## src/rtl/tt_tile_bist_if.sv

```systemverilog
// rtl/tt_tile_bist_if.sv - tile BIST bus: run control, tile stimulus/response, status and signature
interface tt_tile_bist_if;
    logic        start;
    logic [7:0]  ui_drive;
    logic [7:0]  uo_sample;
    logic        busy;
    logic        done;
    logic        pass;
    logic [15:0] signature;

    modport master (
        output start, uo_sample,
        input  ui_drive, busy, done, pass, signature
    );

    modport slave (
        input  start, uo_sample,
        output ui_drive, busy, done, pass, signature
    );
endinterface

```

## src/rtl/tt_tile_bist.sv

```systemverilog
// rtl/tt_tile_bist.sv - LFSR-driven tile self-test with 16-bit MISR signature compaction
// Optional: TT_TILE_BIST_SETTLE_EN holds each vector two cycles and samples on the second.
module tt_tile_bist #(
    parameter int          N_VECTORS = 256,
    parameter logic [7:0]  SEED      = 8'hA5,
    parameter logic [15:0] GOLDEN    = 16'h0500
) (
    input  logic           clk,
    input  logic           rst_n,
    tt_tile_bist_if.slave  bus
);

    // An all-zero seed would lock the LFSR, so it is replaced by 1 at launch.
    localparam logic [7:0]  SEED_EFF = (SEED == 8'h00) ? 8'h01 : SEED;
    localparam logic [15:0] LAST_IDX = 16'(N_VECTORS - 1);

`ifdef TT_TILE_BIST_SETTLE_EN
    typedef enum logic [1:0] {S_IDLE, S_RUN, S_SETTLE, S_DONE} state_t;
`else
    typedef enum logic [1:0] {S_IDLE, S_RUN, S_DONE} state_t;
`endif

    state_t      state_q;
    logic [7:0]  lfsr_q, lfsr_d;
    logic [15:0] sig_q, sig_d;
    logic [15:0] count_q;
    logic        busy_q, done_q, pass_q;
    logic        sample_now;

    always_comb begin
        lfsr_d = {lfsr_q[6:0], lfsr_q[7] ^ lfsr_q[5] ^ lfsr_q[4] ^ lfsr_q[3]};
        sig_d  = ({sig_q[14:0], 1'b0} ^ (sig_q[15] ? 16'h1021 : 16'h0000))
                 ^ {8'h00, bus.uo_sample};
`ifdef TT_TILE_BIST_SETTLE_EN
        sample_now = (state_q == S_SETTLE);
`else
        sample_now = (state_q == S_RUN);
`endif
    end

    always_ff @(posedge clk or negedge rst_n) begin
        if (!rst_n) begin
            state_q <= S_IDLE;
            lfsr_q  <= SEED;
            sig_q   <= 16'h0000;
            count_q <= 16'h0000;
            busy_q  <= 1'b0;
            done_q  <= 1'b0;
            pass_q  <= 1'b0;
        end else begin
            case (state_q)
                S_IDLE, S_DONE: begin
                    if (bus.start) begin
                        state_q <= S_RUN;
                        lfsr_q  <= SEED_EFF;
                        sig_q   <= 16'h0000;
                        count_q <= 16'h0000;
                        busy_q  <= 1'b1;
                        done_q  <= 1'b0;
                        pass_q  <= 1'b0;
                    end
                end
                default: begin
                    // start is deliberately not looked at here: no restart mid-run.
                    if (sample_now) begin
                        sig_q   <= sig_d;
                        lfsr_q  <= lfsr_d;
                        count_q <= count_q + 16'd1;
                        if (count_q == LAST_IDX) begin
                            state_q <= S_DONE;
                            busy_q  <= 1'b0;
                            done_q  <= 1'b1;
                            pass_q  <= (sig_d == GOLDEN);
                        end else begin
                            state_q <= S_RUN;
                        end
                    end
`ifdef TT_TILE_BIST_SETTLE_EN
                    else begin
                        state_q <= S_SETTLE;
                    end
`endif
                end
            endcase
        end
    end

    assign bus.ui_drive  = busy_q ? lfsr_q : 8'h00;
    assign bus.busy      = busy_q;
    assign bus.done      = done_q;
    assign bus.pass      = pass_q;
    assign bus.signature = sig_q;

endmodule
```

## src/flat_wrapper.sv

```systemverilog
// flat-port wrapper written by rule: the top's interface ports become plain ports
module tt_tile_bist_flat 
#(
    parameter int          N_VECTORS = 256,
    parameter logic [7:0]  SEED      = 8'hA5,
    parameter logic [15:0] GOLDEN    = 16'h0500
)
  (clk, rst_n, bus_start, bus_uo_sample, bus_ui_drive, bus_busy, bus_done, bus_pass, bus_signature);
  tt_tile_bist_if bus_i ();
  input  logic clk;
  input  logic rst_n;
  input wire logic [$bits(bus_i.start)-1:0] bus_start;
  input wire logic [$bits(bus_i.uo_sample)-1:0] bus_uo_sample;
  output wire logic [$bits(bus_i.ui_drive)-1:0] bus_ui_drive;
  output wire logic [$bits(bus_i.busy)-1:0] bus_busy;
  output wire logic [$bits(bus_i.done)-1:0] bus_done;
  output wire logic [$bits(bus_i.pass)-1:0] bus_pass;
  output wire logic [$bits(bus_i.signature)-1:0] bus_signature;
  assign bus_i.start = bus_start;
  assign bus_i.uo_sample = bus_uo_sample;
  assign bus_ui_drive = bus_i.ui_drive;
  assign bus_busy = bus_i.busy;
  assign bus_done = bus_i.done;
  assign bus_pass = bus_i.pass;
  assign bus_signature = bus_i.signature;
  tt_tile_bist #(.N_VECTORS(N_VECTORS), .SEED(SEED), .GOLDEN(GOLDEN)) u_core (.clk(clk), .rst_n(rst_n), .bus(bus_i));
endmodule
```

## config.mk

```make
export PLATFORM = sky130hd
export DESIGN_NAME = tt_tile_bist_flat
export DESIGN_NICKNAME = d
export VERILOG_FILES = /design/src/rtl/tt_tile_bist_if.sv /design/src/rtl/tt_tile_bist.sv /design/src/flat_wrapper.sv
export SDC_FILE = /design/constraint.sdc
export NUM_CORES = 1
export LEC_CHECK = 0
export ABC_AREA = 1
export CAP_MARGIN = 15
export CORE_MARGIN = 1
export CORE_UTILIZATION = 40
export DETAILED_ROUTE_END_ITERATION = 16
export GPL_TIMING_DRIVEN = 1
export PLACE_DENSITY = 0.61
export SETUP_SLACK_MARGIN = 0.15
export SYNTH_ARGS = -nofsm -noshare
export SYNTH_HDL_FRONTEND = slang
export SYNTH_SLANG_ARGS = --single-unit
```

## constraint.sdc

```tcl
create_clock -name clk -period 1.4 [get_ports clk]
set_clock_uncertainty 0.1 [all_clocks]
set_input_delay 0.28 -clock clk [delete_from_list [all_inputs] [get_ports clk]]
set_output_delay 0.28 -clock clk [all_outputs]
set_load 0.05 [all_outputs]
```

==> results of run 1 <==
==> cell type report <==
type                            instances  share of cell area (%)
Clock buffer                            8                    2.20
Multi-Input combinational cell        207                    34.0
Sequential cell                        45                    28.2
Inverter                               48                    5.31
Timing Repair Buffer                   85                    28.2
Tap cell                               72                    2.20
==> registers in the layout, summed over array words and instances, names as in the netlist <==
register	count
u_core.bus.busy	1
u_core.bus.done	1
u_core.count_q	16
u_core.bus.pass	1
u_core.lfsr_q	8
u_core.state_q	2
u_core.bus.signature	16
==> logic make-up after synthesis <==
logic type	count (synthesis)
simple gates	159
xor+xnor	8
flops	45
buf+inv	54
compound gates	39
fa+ha+maj	1
==> Yosys cell counts (2+ instances only) <==
master	instances
nand3_1	10
inv_1	47
dfstp_2	4
o22ai_1	8
buf_4	2
xnor2_1	6
nor2_4	2
dfrtp_1	41
xor2_1	2
nor2_1	40
a21oi_1	6
nand2_1	96
nand4_1	2
a22o_1	2
o21ai_0	17
nand2_4	3
o21ai_2	2
==> critical path, delay by kind of cell, from the launching register on <==
family | cells | cell delay [ns]
buf+inv | 2 | 0.25
simple gates | 1 | 0.11
flops | 1 | 0.50
==> per-stage QoR <==
| stage | TNS, ns | instance area [um2] | std cells | utilization [%] |
|---|---|---|---|---|
| floorplan | 0 | 2470 | 306 | - |
| global placement | -6.50 | 3280 | 423 | 58.5 |
| detailed placement | -7.38 | 3280 | 423 | 58.5 |
| CTS | -1.26 | 3610 | 446 | 64.4 |
| global route | -2.68 | 4100 | 465 | 73.1 |
| finish | -1.50 | 4100 | 465 | 73.1 |
==> layer usage <==
metal / vias up / part of all wire, % / global-route usage, %
met1: 1151 / 42 / 29.0
li1: 1122 / - / -
met4: 0 / 1.6 / 7.09
met5: - / 0 / 0
met2: 67 / 52 / 35.0
met3: 14 / 3.9 / 4.71
==> how the worst max path moves through the flow <==
stage                    endpoint  slack (ns)  depth (start not counted)       startpoint
4_1_cts           bus_ui_drive[7]       -0.15                          3  u_core.bus.busy
3_3_place_gp   u_core.count_q[11]       -0.26                          8        bus_start
2_1_floorplan     bus_ui_drive[3]       0.006                          3  u_core.bus.busy
5_1_grt           bus_ui_drive[6]       -0.19                          3  u_core.bus.busy
3_5_place_dp   u_core.count_q[11]       -0.29                          8        bus_start
6_report          bus_ui_drive[7]       -0.15                          3  u_core.bus.busy
==> placed cells by master, fill, tap and decap left out, types with 6 or more instances in the layout <==
cell             Yosys  final
nor2_4               2      8
nor2_1              40     28
clkinvlp_4           0      8
clkbuf_8             0      6
nand2_4              3      7
buf_4                2     24
buf_6                1     16
buf_12               0     32
o22ai_2              1      7
o21ai_2              2     12
dfrtp_2              0     20
nor2_2               1      7
clkdlybuf4s50_1      0      8
inv_1               47     35
dfrtp_1             41     21
nand2_2              0     22
nand2_1             96     69
==> power groups by stage <==
| stage | Clock (mW) | Combinational (mW) | Sequential (mW) |
|---|---|---|---|
| 2_1_floorplan | 0 | 0.0259 | 1.34 |
| 3_3_place_gp | 0 | 0.133 | 1.33 |
| 3_5_place_dp | 0 | 0.134 | 1.33 |
| 4_1_cts | 0.844 | 0.136 | 1.31 |
| 5_1_grt | 0.905 | 0.148 | 1.31 |
| 6_report | 0.837 | 0.136 | 1.31 |
==> timing repair <==
action                     4_1_cts  5_1_grt
cloned                           1        2
hold buffers                     1        0
hold endpoints to repair        11        0
pin swaps                       12       29
buffers inserted                13       17
setup endpoints to repair       69       65
gates resized for setup         39       86
==> impl_metrics.json, run 1 <==
{
  "finalPower_mw": 2.28,
  "p_per_area_nw_per_um2": 556,
  "maxCapViolations": 0,
  "timing.final.crit_period_ns": 1.55,
  "cts_max_path_buffers": 2,
  "cp.required_ns": 1.02,
  "routed-via-count": 2354,
  "synth.distinct_cells": 33,
  "grt_max_degree": 19,
  "worstSetupEndpointType": "primary output",
  "dpl.hpwl_um": 4140,
  "synth_mux_area_share_pct": 0,
  "violations": "negative setup slack",
  "setup_ws_ns": -0.146,
  "slew_headroom_pct": 72.9,
  "ant_nets": 0,
  "yosys.area.top_type": "dfrtp_1",
  "final_max_slew_viol_count": 0,
  "cp_slowest_stage_delay_ns": 0.50,
  "cts_tree": "yes",
  "grt_overflow_total": 0,
  "fp.dieH_um": 78.9,
  "p_seq_share_pct": 57.3,
  "cp_cell_sequence": "nand2_2, clkinvlp_4, buf_12",
  "cts.clk_slew.worst_paths_ns": 0.08,
  "status": "finished, violations left",
  "finalCritPeriodShare_pct": 110,
  "drive_gt1_share_pct": 51.7,
  "multi_input_area_um2": 1390,
  "cts.sinks": 45,
  "synth_warnings": 0,
  "first_global_vias": 2138,
  "core_area_um2": 5610,
  "final_nets": 404,
  "r2r_cells": 8,
  "gp_congestion": 0.857,
  "synth_area_leaders": "dfrtp_1 (43%), nand2_1 (15%), inv_1 (7.5%)",
  "synth_fp_nets": 318,
  "synth_compound_area_share_pct": 10.0,
  "synth_edf_count": 0,
  "p_leak_nw": 1.84,
  "worstSetupPathType": "reg -> out",
  "ioPinCount": 38,
  "hold_violations": 0,
  "netlist_area_um2": 2360,
  "crit-reg2reg-capture": "u_core.count_q[14]",
  "worstSkewPairLatency_ns": 0.30,
  "swShare_pct": 22.3,
  "nFillCells": 380,
  "finalSetupViolCount": 19,
  "grt.total_usage_pct": 21.7,
  "die_x_um": 78.9,
  "drt-vias-per-instance": 5.06,
  "drc": 0,
  "firstDrtPassIters": 4,
  "wl_per_cell_um": 15.3,
  "hold_path_class": "in -> async",
  "synth_seq_cells": 45,
  "worst_hold_slack_ns": 0.335,
  "clock.fmax_ghz": 0.647,
  "rsz0062_at_grt": "yes",
  "cp-start-kind": "flip-flop",
  "initial_core_util_pct": 42.2,
  "syn_to_final_growth_pct": 73.4,
  "grt_antenna_before_repair": 0,
  "clock-root-buffer": "clkbuf_8",
  "numCtsBuffers": 5,
  "pre_cts_ws_ns": -0.288,
  "syn-instance-count": 306,
  "p_int_mw": 1.77,
  "yosysSeqAreaShare_pct": 47.8,
  "grt_first_pass_wirelength_um": 10300,
  "worst_pin_slew_ns": 0.406,
  "die-area_um2": 6220,
  "diodes": 0,
  "synth-simple-area-share_pct": 29.4,
  "wl_um": 7130,
  "synth-xor-area-share_pct": 2.96,
  "async_flop_share_pct": 100,
  "num_rows": 27,
  "synth_top_family_by_area": "simple AND/OR/NAND/NOR gates",
  "clkPwrFrac_pct": 36.7,
  "synth.avg_cell_area_um2": 7.73,
  "peakVddDrop_mv": 0.627,
  "path_max_fanout": 9,
  "h-tree-depth": 2,
  "synth_top_area_share_pct": 43.4,
  "p_comb_share_pct": 6.0,
  "crit_slowest_cell": "dfrtp_2",
  "rr_startpoint": "u_core.count_q[1]",
  "cp_data_arrival_time_ns": 1.17,
  "regArea_um2": 1160,
  "synth-main-ff-cell": "dfrtp_1",
  "portBuffers": 37,
  "r2r_slack_ns": -0.08,
  "switching_power_uw": 509,
  "drtIter0Drc": 96,
  "synth_fa_ha_area_share_pct": 0.529
}
No activity file was read; power rests on OpenSTA's default activity.
==> run 2: changes to the inputs <==
Settings changed: GPL_TIMING_DRIVEN 1 to 0.
==> impl_metrics.json, run 2 (synthesis gave the netlist of run 1 again) <==
{
  "core_area_um2": 5610,
  "setup_ws_ns": -0.136,
  "hold_path_class": "in -> async",
  "p_leak_nw": 1.75,
  "fin_cells": 458,
  "peakVddDrop_mv": 0.404,
  "cp_slowest_stage_delay_ns": 0.42,
  "final_max_slew_viol_count": 0,
  "routed-via-count": 2200,
  "placed_cells": 416,
  "final_cell_area_um2": 3800,
  "maxCapViolations": 0,
  "cts_tree": "yes",
  "drc": 0,
  "drive_gt1_share_pct": 49.5,
  "grt_max_degree": 30,
  "h-tree-depth": 2,
  "grt_overflow_total": 0,
  "ant_nets": 0,
  "worstSetupEndpointType": "primary output",
  "wl_um": 6210,
  "cp-start-kind": "flip-flop",
  "tns_ns": -2.71,
  "timing.final.crit_period_ns": 1.54,
  "crit_family": "flip-flops",
  "clock-root-buffer": "clkbuf_8",
  "cts_max_path_buffers": 2,
  "clkPwrFrac_pct": 37.4,
  "p_int_mw": 1.76,
  "finalCritPeriodShare_pct": 110,
  "ioPinCount": 38,
  "firstDrtPassIters": 4,
  "syn_to_final_growth_pct": 60.6,
  "slew_headroom_pct": 73.2,
  "cts.clk_slew.worst_paths_ns": 0.09,
  "num_rows": 27,
  "wl_per_cell_um": 13.6,
  "p_comb_share_pct": 5.4,
  "cp_data_arrival_time_ns": 1.16,
  "nFillCells": 438,
  "clock.fmax_ghz": 0.651,
  "cts.sinks": 45,
  "status": "finished, violations left",
  "fp.dieH_um": 78.9,
  "path_max_fanout": 9,
  "finalSetupViolCount": 44,
  "final_common_cell": "nand2_1",
  "diodes": 0,
  "first_global_vias": 2146,
  "die-area_um2": 6220,
  "cp.required_ns": 1.02,
  "p_per_area_nw_per_um2": 601,
  "grt.total_usage_pct": 20.3,
  "grt_antenna_before_repair": 0,
  "final_nets": 397,
  "p_seq_share_pct": 57.2,
  "violations": "negative setup slack",
  "worstSkewPairLatency_ns": 0.30,
  "post-route-util_pct": 67.7,
  "dpl.hpwl_um": 3910,
  "drtIter0Drc": 69,
  "grt_first_pass_wirelength_um": 9890,
  "crit_buf_inv": 3,
  "die_x_um": 78.9,
  "initial_core_util_pct": 42.2,
  "hold_violations": 0,
  "rsz0062_at_grt": "yes",
  "worst_pin_slew_ns": 0.403,
  "crit_slowest_cell": "dfrtp_2",
  "drt-vias-per-instance": 4.80,
  "numCtsBuffers": 5,
  "final_cell_mix": "nand2_1 (68), inv_1 (35), nor2_1 (31)",
  "worst_hold_slack_ns": 0.369,
  "switching_power_uw": 527,
  "worstSetupPathType": "reg -> out",
  "swShare_pct": 23.1,
  "place_area_um2": 2950,
  "portBuffers": 37,
  "gp_congestion": 0.777,
  "cp_cell_sequence": "buf_8, nand2_2, clkinvlp_4, buf_6"
}
## run 2: cell types whose count changed in the layout (fill, tap and decap cells not counted), sizes merged
| cell | delta |
|---|---|
| buf | -9 |
| clkinv | +3 |
| clkbuf | -1 |
## run 2: area by class of cell
| class | instances | area, um2 | area share [%] |
|---|---|---|---|
| multi-input cells | 207 | 1340 | 35.3 |
| flip-flops and latches | 45 | 1150 | 30.4 |
| repair buffers | 71 | 815 | 21.4 |
| inverters | 48 | 223 | 5.86 |
| well taps | 72 | 90.1 | 2.37 |
| clock buffers | 6 | 82.6 | 2.17 |
| plain buffers | 6 | 71.3 | 1.88 |
| clock inverters | 2 | 13.8 | 0.362 |
| repair inverters | 1 | 8.76 | 0.231 |
## run 2: power by group through the flow
stage	Combinational (mW)	Sequential [mW]	Clock [mW]
global placement	0.107	1.33	0
CTS	0.117	1.31	0.867
floorplan	0.0259	1.34	0
global route	0.136	1.31	0.927
finish	0.122	1.31	0.855
detailed placement	0.112	1.33	0
## run 2: worst register-to-register path, stage by stage (launching register included)
cell	delay (ns)
dfrtp_2	0.46
buf_6	0.14
o21ai_4	0.24
buf_6	0.15
nor2_4	0.04
nand2_2	0.06
xor2_1	0.14
nor2_1	0.05
## run 2: through the flow
| step | worst slack (ns) | total power [mW] |
|---|---|---|
| floorplan | 0.00555 | 1.37 |
| detailed placement | -0.425 | 1.44 |
| finish | -0.136 | 2.28 |
| CTS | -0.168 | 2.29 |
| global placement | -1.48 | 1.44 |
| global route | -0.192 | 2.37 |
## run 2: worst paths after layout
path                              startpoint                  endpoint  slack, ns  cells past startpoint
hold reg to reg             u_core.lfsr_q[7]          u_core.lfsr_q[7]       0.41                      2
max in group asynchronous              rst_n          u_core.lfsr_q[0]       0.26                      3
min in group clk            u_core.lfsr_q[7]          u_core.lfsr_q[7]       0.41                      2
setup / recovery             u_core.bus.busy           bus_ui_drive[3]      -0.14                      4
hold / removal                         rst_n  u_core.bus.signature[10]       0.37                      2
setup reg to reg           u_core.state_q[0]         u_core.count_q[8]      -0.11                      7
## run 2: repair_timing
item,in CTS,in global routing
setup buffers,16,13
hold endpoints to repair,16,0
resized for setup,250,66
setup endpoints to repair,72,71
pin swaps,14,20
cloned,1,3
hold buffers,1,0
## run 2: routing by layer
layer	routed length, um	part of all wire (%)	track usage, %
met1	2770	45	27.3
met2	3110	50	34.5
met3	281	4.5	2.76
met4	42	0.68	5.27
met5	0	0	0
==> run 3: changes to the inputs <==
Settings changed: CELL_PAD_IN_SITES_DETAIL_PLACEMENT from default to 0, CELL_PAD_IN_SITES_GLOBAL_PLACEMENT from default to 2, CORE_UTILIZATION 40 to 28, PLACE_DENSITY 0.61 to 0.72.
==> impl_metrics.json, run 3 (synthesis gave the netlist of run 1 again) <==
{
  "finalCritPeriodShare_pct": 111,
  "numCtsBuffers": 5,
  "p_seq_share_pct": 52.8,
  "switching_power_uw": 534,
  "hold_violations": 0,
  "wl_per_cell_um": 13.6,
  "grt_antenna_before_repair": 0,
  "clkPwrFrac_pct": 42.3,
  "path_max_fanout": 9,
  "diodes": 0,
  "ant_nets": 0,
  "grt_overflow_total": 0,
  "core_area_um2": 8180,
  "p_int_mw": 1.94,
  "violations": "design-rule violations, negative setup slack",
  "cts.sinks": 45,
  "p_comb_share_pct": 4.9,
  "worstSetupEndpointType": "primary output",
  "die-area_um2": 8820,
  "slew_headroom_pct": 73.9,
  "rsz0062_at_grt": "yes",
  "fp.dieH_um": 93.9,
  "swShare_pct": 21.6,
  "setup_ws_ns": -0.158,
  "cp_slowest_stage_delay_ns": 0.42,
  "ioPinCount": 38,
  "cp.required_ns": 1.02,
  "initial_core_util_pct": 28.9,
  "drtIter0Drc": 88,
  "cp-start-kind": "flip-flop",
  "peakVddDrop_mv": 0.332,
  "cts.clk_slew.worst_paths_ns": 0.09,
  "drt-vias-per-instance": 4.51,
  "clock-root-buffer": "clkbuf_8",
  "final_max_slew_viol_count": 0,
  "grt_first_pass_wirelength_um": 11100,
  "crit_slowest_cell": "dfrtp_2",
  "grt.total_usage_pct": 16.8,
  "final_nets": 402,
  "die_x_um": 93.9,
  "final_cell_area_um2": 3970,
  "wl_um": 6760,
  "cts_max_path_buffers": 2,
  "clock.fmax_ghz": 0.642,
  "dpl.hpwl_um": 4470,
  "hold_path_class": "in -> async",
  "final_common_cell": "nand2_1",
  "drc": 2,
  "worst_pin_slew_ns": 0.391,
  "status": "finished, violations left",
  "portBuffers": 37,
  "grt_max_degree": 32,
  "gp_congestion": 0.767,
  "placed_cells": 449,
  "place_area_um2": 2990,
  "drive_gt1_share_pct": 48.3,
  "timing.final.crit_period_ns": 1.56,
  "maxCapViolations": 0,
  "cts_tree": "yes",
  "fin_cells": 496,
  "firstDrtPassIters": 10,
  "finalSetupViolCount": 25,
  "h-tree-depth": 2,
  "cp_cell_sequence": "buf_8, nand2_2, clkinvlp_4, buf_6",
  "num_rows": 33,
  "pre_cts_ws_ns": -0.432,
  "p_leak_nw": 1.78,
  "routed-via-count": 2236,
  "p_per_area_nw_per_um2": 623,
  "final_cell_mix": "nand2_1 (73), inv_1 (34), nor2_1 (32)",
  "worstSetupPathType": "reg -> out",
  "syn_to_final_growth_pct": 67.8,
  "worstSkewPairLatency_ns": 0.31,
  "cp_data_arrival_time_ns": 1.18,
  "first_global_vias": 2265
}
run 3: stage by stage:
step                utilization, %  TNS (ns)  hold WS [ns]  total power, mW
floorplan                        -         0        -0.116             1.37
global placement              36.4    -83.31         0.389             1.44
detailed placement            36.6    -16.54         0.125             1.45
CTS                           46.0     -1.83         0.337             2.50
global route                  48.5     -3.74         0.361             2.57
finish                        48.5     -2.03         0.319             2.47
run 3: metal layers:
layer	track usage (%)	wire length [um]	vias to the layer above
met5	0	0	-
met4	5.77	94	0
met3	2.99	188	8
met2	28.2	3390	36
met1	21.6	3080	1076
li1	-	-	1116
run 3: path summary, 6_finish.rpt:
check	slack, ns	depth (start not counted)	startpoint	end
max	-0.16	4	u_core.bus.busy	bus_ui_drive[1]
max reg2reg	-0.13	7	u_core.state_q[0]	u_core.bus.signature[0]
min in group clk	0.42	2	u_core.lfsr_q[5]	u_core.lfsr_q[5]
max in group asynchronous	0.32	3	rst_n	u_core.lfsr_q[5]
min	0.32	2	rst_n	u_core.bus.pass
min reg2reg	0.42	2	u_core.lfsr_q[5]	u_core.lfsr_q[5]
run 3: repair_timing:
item / CTS / global route
endpoints found under the hold margin: 14 / 0
hold buffers: 1 / 0
pin swaps: 15 / 17
gates resized for setup: 297 / 32
cloned: 4 / 0
buffers inserted: 22 / 12
setup endpoints to repair: 72 / 72
run 3: worst max-delay path: cells and delay by family, from the launching register on:
family        cells  cell delay [ns]
flops             1             0.42
buf+inv           3             0.38
simple gates      1             0.07
run 3: layout make-up:
| type | count | area, um2 |
|---|---|---|
| fill | 815 | 4210 |
| timing repair buffer | 77 | 913 |
| inverter | 48 | 226 |
| multi-input combinational | 207 | 1350 |
| buffer | 6 | 82.6 |
| clock buffer | 7 | 86.3 |
| tap | 105 | 131 |
| sequential | 45 | 1150 |
| clock inverter | 1 | 30.0 |
run 3: power by group through the flow:
stage / Clock [mW] / Combinational, mW / Sequential (mW)
finish: 1.05 / 0.120 / 1.31
global placement: 0 / 0.110 / 1.33
floorplan: 0 / 0.0259 / 1.34
detailed placement: 0 / 0.115 / 1.33
CTS: 1.08 / 0.120 / 1.31
global route: 1.13 / 0.135 / 1.31
